<file path="src/rtl/hiscore_bus_arbiter.sv">
// Arbitrates the shared work RAM between the game CPU and the hiscore engine.
// Latency: the CPU path is combinational; an hs_read returns hs_rvalid RD_LAT cycles after issue.
// Backpressure: the engine waits on hs_grant; the CPU is halted through pause_req/cpu_paused.
// Optional HALT watchdog: define HS_ARB_WDOG_EN to enable it (default build: no watchdog).
module hiscore_bus_arbiter #(
  parameter int AW     = 16,
  parameter int DW     = 8,
  parameter int RD_LAT = 2
) (
  input  logic          clk_49m,
  input  logic          reset,

  input  logic          cpu_cs,
  input  logic          cpu_we,
  input  logic [AW-1:0] cpu_addr,
  input  logic [DW-1:0] cpu_wdata,
  output logic [DW-1:0] cpu_rdata,
  output logic          pause_req,
  input  logic          cpu_paused,

  input  logic          hs_access,
  input  logic          hs_read,
  input  logic          hs_write,
  input  logic [AW-1:0] hs_addr,
  input  logic [DW-1:0] hs_wdata,
  output logic          hs_grant,
  output logic          hs_rvalid,
  output logic [DW-1:0] hs_rdata,
  output logic          hs_timeout,

  output logic [AW-1:0] ram_addr,
  output logic [DW-1:0] ram_wdata,
  output logic          ram_we,
  input  logic [DW-1:0] ram_rdata
);

  // One RAM request as seen at the mux output.
  typedef struct packed {
    logic [AW-1:0] addr;
    logic [DW-1:0] wdata;
    logic          we;
  } ram_req_t;

  typedef enum logic [1:0] {
    IDLE    = 2'd0,
    HALT    = 2'd1,
    GRANT   = 2'd2,
    RELEASE = 2'd3
  } state_t;

  state_t            state;
  state_t            state_nxt;
  logic [RD_LAT-1:0] rd_pipe;
  logic              rd_issue;
  logic              pipe_empty;
  logic              release_done;
  logic              cpu_side;
  logic [DW-1:0]     rdata_q;
  logic              wdog_expire;
  ram_req_t          cpu_req;
  ram_req_t          hs_req;
  ram_req_t          ram_req;

  // The CPU always sees the raw RAM read data, whoever owns the bus.
  assign cpu_rdata = ram_rdata;

  // A read only counts when the engine owns the bus; a simultaneous write wins.
  assign rd_issue   = (state == GRANT) && hs_read && !hs_write;
  assign pipe_empty = ~|rd_pipe;

  // The bus may go back to the CPU once outstanding reads have drained and the CPU has resumed.
  assign release_done = (state == RELEASE) && pipe_empty && !cpu_paused;

  assign pause_req = (state == HALT) || (state == GRANT);
  assign hs_grant  = (state == GRANT);

`ifdef HS_ARB_WDOG_EN
  logic [15:0] wdog_cnt;

  // Abort the HALT wait if the CPU never acknowledges; a dropped hs_access takes precedence.
  assign wdog_expire = (state == HALT) && (wdog_cnt == 16'hFFFF) && !cpu_paused && hs_access;

  // Count consecutive HALT cycles; any exit from HALT clears the count.
  always_ff @(posedge clk_49m) begin
    if (!reset) begin
      wdog_cnt <= 16'd0;
    end else if ((state == HALT) && (state_nxt == HALT)) begin
      wdog_cnt <= wdog_cnt + 16'd1;
    end else begin
      wdog_cnt <= 16'd0;
    end
  end

  logic timeout_q;

  // Single-cycle timeout pulse, aligned with the first RELEASE cycle after the abort.
  always_ff @(posedge clk_49m) begin
    if (!reset) begin
      timeout_q <= 1'b0;
    end else begin
      timeout_q <= wdog_expire;
    end
  end

  assign hs_timeout = timeout_q;
`else
  // Without the watchdog HALT waits for the CPU indefinitely.
  assign wdog_expire = 1'b0;
  assign hs_timeout  = 1'b0;
`endif

  // State register.
  always_ff @(posedge clk_49m) begin
    if (!reset) begin
      state <= IDLE;
    end else begin
      state <= state_nxt;
    end
  end

  // Next-state logic.
  always_comb begin
    state_nxt = state;
    unique case (state)
      IDLE: begin
        if (hs_access) state_nxt = HALT;
      end
      HALT: begin
        if (!hs_access)      state_nxt = RELEASE;
        else if (cpu_paused) state_nxt = GRANT;
        else if (wdog_expire) state_nxt = RELEASE;
      end
      GRANT: begin
        if (!hs_access) state_nxt = RELEASE;
      end
      RELEASE: begin
        // Always passes through IDLE, so a re-asserted hs_access waits at least one IDLE cycle.
        if (release_done) state_nxt = IDLE;
      end
      default: state_nxt = IDLE;
    endcase
  end

  // RAM mux: the engine drives the bus in GRANT and keeps the address until the release completes.
  always_comb begin
    cpu_req.addr  = cpu_addr;
    cpu_req.wdata = cpu_wdata;
    cpu_req.we    = cpu_cs & cpu_we;

    hs_req.addr   = hs_addr;
    hs_req.wdata  = hs_wdata;
    hs_req.we     = 1'b0;

    cpu_side = (state == IDLE) || (state == HALT) || release_done;

    if (state == GRANT) begin
      ram_req    = hs_req;
      ram_req.we = hs_write;
    end else if (cpu_side) begin
      ram_req = cpu_req;
    end else begin
      ram_req = hs_req;
    end
  end

  assign ram_addr  = ram_req.addr;
  assign ram_wdata = ram_req.wdata;
  // No RAM write may escape while reset is held.
  assign ram_we    = ram_req.we & reset;

  // Read tracking: one bit per issued read, shifting toward the data-return tap.
  always_ff @(posedge clk_49m) begin
    if (!reset) begin
      rd_pipe <= '0;
    end else begin
      rd_pipe[0] <= rd_issue;
      for (int i = 1; i < RD_LAT; i++) begin
        rd_pipe[i] <= rd_pipe[i-1];
      end
    end
  end

  // The last pipe stage marks the cycle the RAM presents this read's data.
  assign hs_rvalid = rd_pipe[RD_LAT-1] & reset;

  // Hold the most recently returned read data between valid pulses.
  always_ff @(posedge clk_49m) begin
    if (!reset) begin
      rdata_q <= '0;
    end else if (hs_rvalid) begin
      rdata_q <= ram_rdata;
    end
  end

  // Data is visible in the pulse cycle itself and held afterwards.
  assign hs_rdata = hs_rvalid ? ram_rdata : rdata_q;

endmodule

</file>
<file path="config.mk">
export PLATFORM = sky130hd
export DESIGN_NAME = hiscore_bus_arbiter
export DESIGN_NICKNAME = d
export VERILOG_FILES = /design/src/rtl/hiscore_bus_arbiter.sv
export SDC_FILE = /design/constraint.sdc
export NUM_CORES = 1
export LEC_CHECK = 0
export CORE_UTILIZATION = 55
export CTS_BUF_LIST = sky130_fd_sc_hd__clkbuf_4 sky130_fd_sc_hd__clkbuf_8
export DETAILED_ROUTE_END_ITERATION = 8
export DONT_BUFFER_PORTS = 1
export PLACE_DENSITY = 0.67
export SYNTH_ARGS = -nofsm -noshare
export SYNTH_HDL_FRONTEND = slang
export SYNTH_SLANG_ARGS = --single-unit
</file>
<file path="constraint.sdc">
create_clock -name clk_49m -period 2.3 [get_ports clk_49m]
set_clock_uncertainty 0.2 [all_clocks]
set_input_delay 0.23 -clock clk_49m [delete_from_list [all_inputs] [get_ports clk_49m]]
set_output_delay 0.23 -clock clk_49m [all_outputs]
set_load 0.01 [all_outputs]
</file>
# Word-level counts from Yosys, hierarchy flattened
# Index checks and enable logic that the tools add are counted.
# Widths: inputs -> output; s select.
# word_totals
word_cells	35
regBits	12
out_inout_bits	45
inputBits	64
# op_classes
bitwise	3
reduce_logical	13
muxes	9
eq_ne	7
# op_table
cell	count
$mux 25	2
$mux 2	5
$mux 8	1
$pmux 2 s4	1
$ne 2x2->1 const B	3
$eq 2x2->1 const B	2
$logic_and 1x1->1	4
$reduce_and 4->1	1
$and 1x1->1	3
$logic_not 1->1	3
$logic_or 1x1->1	3
$ne 3x3->1 const B	1
$eq 2x1->1 const B	1
$logic_not 2->1	1
$reduce_or 2->1	1

# Longest topological paths before layout
# logic_depth
ltp_word	8
ltp_mapped	6
depth_no_buf	6

# Least setup slack after synthesis
# No wires, ideal clock.
# synth_path
path_kind	register to output
start	reg state[0]
end	out ram_addr[0]
slack_ns	0.356
n_path_buf	1
t_required_ns	1.870
stages_incl_launch_ff	7
arrival_time_ns	1.514
path_cell_list	dfxtp_1 inv_1 ha_1 a211oi_2 nor2_4 buf_6 mux2_4
# synth_between
elab_chain_len	6
word_cells_on_any_way	10
classes_between	eq/ne (3); mux (2); reduce/logical (5)
# synth_rtl
item	line	text
start: declaration	51	state_t state;
start signal: assignment	117	state <= state_nxt;
$eq 2x2->1	72	assign release_done = (state == RELEASE) && pipe_empty && !cpu_paused;
$logic_and 1x1->1 (2 in series)	72	
$logic_or 1x1->1	154	cpu_side = (state == IDLE) || (state == HALT) || release_done;
$mux 25	159	end else if (cpu_side) begin
$mux 25 (*)	156	if (state == GRANT) begin
end: declaration	31	output logic [AW-1:0] ram_addr,
# Every way passes the cells marked *; elsewhere a longest branch is shown, timed or not.

# Worst setup path after layout
# layout_path
start	reg state[0]
end	out ram_wdata[4]
# layout_between
elab_chain_len	6
word_cells_on_any_way	10
classes_between	eq/ne (3); mux (2); reduce/logical (5)
# layout_rtl
item	line	text
$eq 2x2->1	72	
$logic_and 1x1->1 (2 in series)	72	
$logic_or 1x1->1	154	
$mux 25	159	
$mux 25 (*)	156	
end: declaration	32	output logic [DW-1:0] ram_wdata,
# Marks and branches as above.

==> results.toml <==
[status]
status = "finished clean"

[clock_tree]
clk_pin_slew_ns = 0.08
cts_tree = "yes"
cts.sinks = 12
insertion_delay_ns = 0.27
clockBufferDepth = 2
cts_root_buf = "clkbuf_4"
htreeDepth = 1
cts_buffers = 3

[timing]
period_minus_slack_ns = 2.24
tns_ns = 0
finalHoldViolCount = 0
fin_hold_ws_ns = 0.0494
maxSlewViolCount = 0
fmax_ghz = 0.446
period_share_pct = 97.5
finalSetupViolCount = 0

[global_routing]
grt_pass1_wl_um = 3240
grt-ovfl-total = 0
grt_max_degree = 15
grt_pass1_vias = 765
antenna_found_initial = 0
grt_usage_pct = 20.9

[synth]
synth_top_area_cell = "mux2_4"
synth_seq_area_share_pct = 21.2
netlist_top_cells_area = "mux2_4 26%, dfxtp_1 21%, mux2_2 12%"
synth_nets = 176
postSynthCellCount = 107
synth_most_common_cell = "mux2_4"
synth.distinct_cells = 25
synth_warnings = 0
async_reset_ff_share_pct = 0
synth_edf_count = 0
synthFlopType = "dfxtp_1"
synth_seq_cells = 12
ys_top_cells_by_count = "20 x mux2_4, 12 x dfxtp_1, 12 x mux2_2"
synth_top_area_share_pct = 26.5
syn-cell-area_um2 = 1130
avgSynthCellArea_um2 = 10.6

[critical_path]
crit_family = "flip-flops"
path_cells = "inv_2 -> ha_2 -> a211oi_4 -> buf_6 -> nor2_4 -> buf_12 -> mux2_4"
worst_r2r_path_depth = 5
r2r-start = "state[0]$_SDFFE_PN0P_"
cpPeakStageDelay_ns = 0.38
worstPathArrival_ns = 1.81
crit_buf_inv = 3
critPathKind = "flip-flop to output port"
path_depth = 7
cp_data_required_time_ns = 1.87
cpMaxStageDelayCell = "dfxtp_4"
cp_max_fo = 12
r2r_end = "rd_pipe[0]$_SDFF_PN0_"
end_kind = "output port"
cp-start-kind = "flip-flop"
r2r_slack_ns = 0.28
crit_path_start = "state[0]$_SDFFE_PN0P_"
endpoint = "ram_wdata[4]"

[routing]
dr.pass1.iters = 4
m1WireLength_um = 974
routedWlPerCell_um = 19.0
top_layer_used = "met4"
wl_um = 2700
num_vias = 846
route.detailed.drc = 0
first_iter_violations = 15
wl_met3_um = 273
wl_met2_um = 1420
via_per_inst = 5.96
ant_nets = 0

[layout]
drive_gt1_share_pct = 45.2
final_core_util_pct = 67.5
insertedDiodeCount = 0
nets = 185
area_delta_synth_final_pct = 15.6
stdcell_count = 142

[power_and_ir_drop]
p_leak_nw = 0.575
pwr_density_cell_nw_per_um2 = 1350
vdd_drop_max_uv = 905

[floorplan]
die-height_um = 47.4
die-area_um2 = 2250
die-width_um = 47.4
num_rows = 16
ioPinCount = 109
initial_core_util_pct = 58.4
coreArea_um2 = 1940

[place]
place_congestion = 0.830
dp_hpwl_um = 1890
io_buffers = 0
dp.cells = 122

[flow_run]
cap_violations = 0

[worst_hold_path]
hold_path_class = "input pin to flip-flop"
==> layer usage <==
metal,vias up,track usage [%]
li1,381,-
met1,398,21.5
met2,62,40.5
met3,5,5.00
met4,0,6.86
met5,-,0
==> report_power, final <==
part,total (W),leakage [nW],internal [W],switching (W)
clock network,0.000169,0.0210,0.0000962,0.0000726
logic,0.00134,0.456,0.000698,0.000641
registers,0.000260,0.0981,0.000235,0.0000251
total,0.00177,0.575,0.00103,0.000739
==> cells in the final DEF, fill, tap and decap left out, drive strengths merged <==
cell type    netlist  layout
nand3              2       2
nor2b              8       8
o21ai              3       3
and2               1       1
nand2b             2       2
mux2i              9       9
nand2              3       3
ha                 5       5
nor2               3       5
buf               12       5
a31oi              1       1
and4b              1       1
o211ai             1       1
a211oi             1       1
dlygate4sd3        0      11
inv                5       5
mux2              32      32
conb               1       1
dfxtp             12      12
o31ai              2       2
nor3               1       1
clkbuf             2       4
==> worst reg2reg max path, delay by kind of cell (launching register included) <==
kind / cells / cell delay [ns]
adders and majority gates: 1 / 0.37
DFF: 1 / 0.37
buffers and inverters: 3 / 0.85
and+or+nand+nor: 1 / 0.19
==> area by class of cell <==
class / instances / area [um2]
clock buffer: 4 / 36.3
fill: 160 / 632
inverter: 5 / 18.8
multi-input combinational: 78 / 812
sequential: 12 / 245
tap: 27 / 33.8
timing repair buffer: 16 / 164
==> metrics by stage <==
stage | cell area [um2] | worst slack [ns] | total power, W
after global placement | 1080 | 0.0728 | 0.00131
after floorplan | 1130 | 0.356 | 0.00130
after global routing | 1310 | -0.00162 | 0.00185
after detailed placement | 1080 | -0.0116 | 0.00134
final | 1310 | 0.0565 | 0.00177
after CTS | 1250 | -0.0157 | 0.00159
==> cell families (layout without fill, tap and decap cells) <==
kind of cell | Yosys count | count (layout) | share of synthesized area (%)
fa+ha+maj | 5 | 5 | 5.52
simple gates | 21 | 23 | 10.9
mux | 41 | 41 | 46.4
flops | 12 | 12 | 21.2
other cells | 1 | 1 | 0.331
compound gates | 8 | 8 | 4.97
buf+inv | 19 | 25 | 10.7
==> flip-flops by register name, indices dropped and copies added (netlist names) <==
signal	count
rdata_q	8
state	2
rd_pipe	2
==> how the worst min path moves through the flow <==
stage                       startpoint                    end  slack [ns]  cells after the start
after floorplan           ram_rdata[0]  rdata_q[0]$_SDFF_PN0_        0.20                      2
after global placement           reset  rd_pipe[1]$_SDFF_PN0_        0.16                      1
after detailed placement         reset  rd_pipe[1]$_SDFF_PN0_        0.16                      1
after CTS                   cpu_paused  state[1]$_SDFFE_PN0P_        0.03                      3
after global routing        cpu_paused  state[1]$_SDFFE_PN0P_        0.06                      3
final                       cpu_paused  state[1]$_SDFFE_PN0P_        0.05                      3
==> timing repair <==
| action | 4_1_cts | 5_1_grt |
|---|---|---|
| setup endpoints to repair | 24 | 24 |
| resized for setup | 6 | 6 |
| setup buffers | 0 | 3 |
| cloned | 1 | 1 |
| hold buffers | 11 | 0 |
| hold endpoints to repair | 12 | 0 |
| pin swaps | 3 | 3 |
No activity file was read; power rests on OpenSTA's default activity.
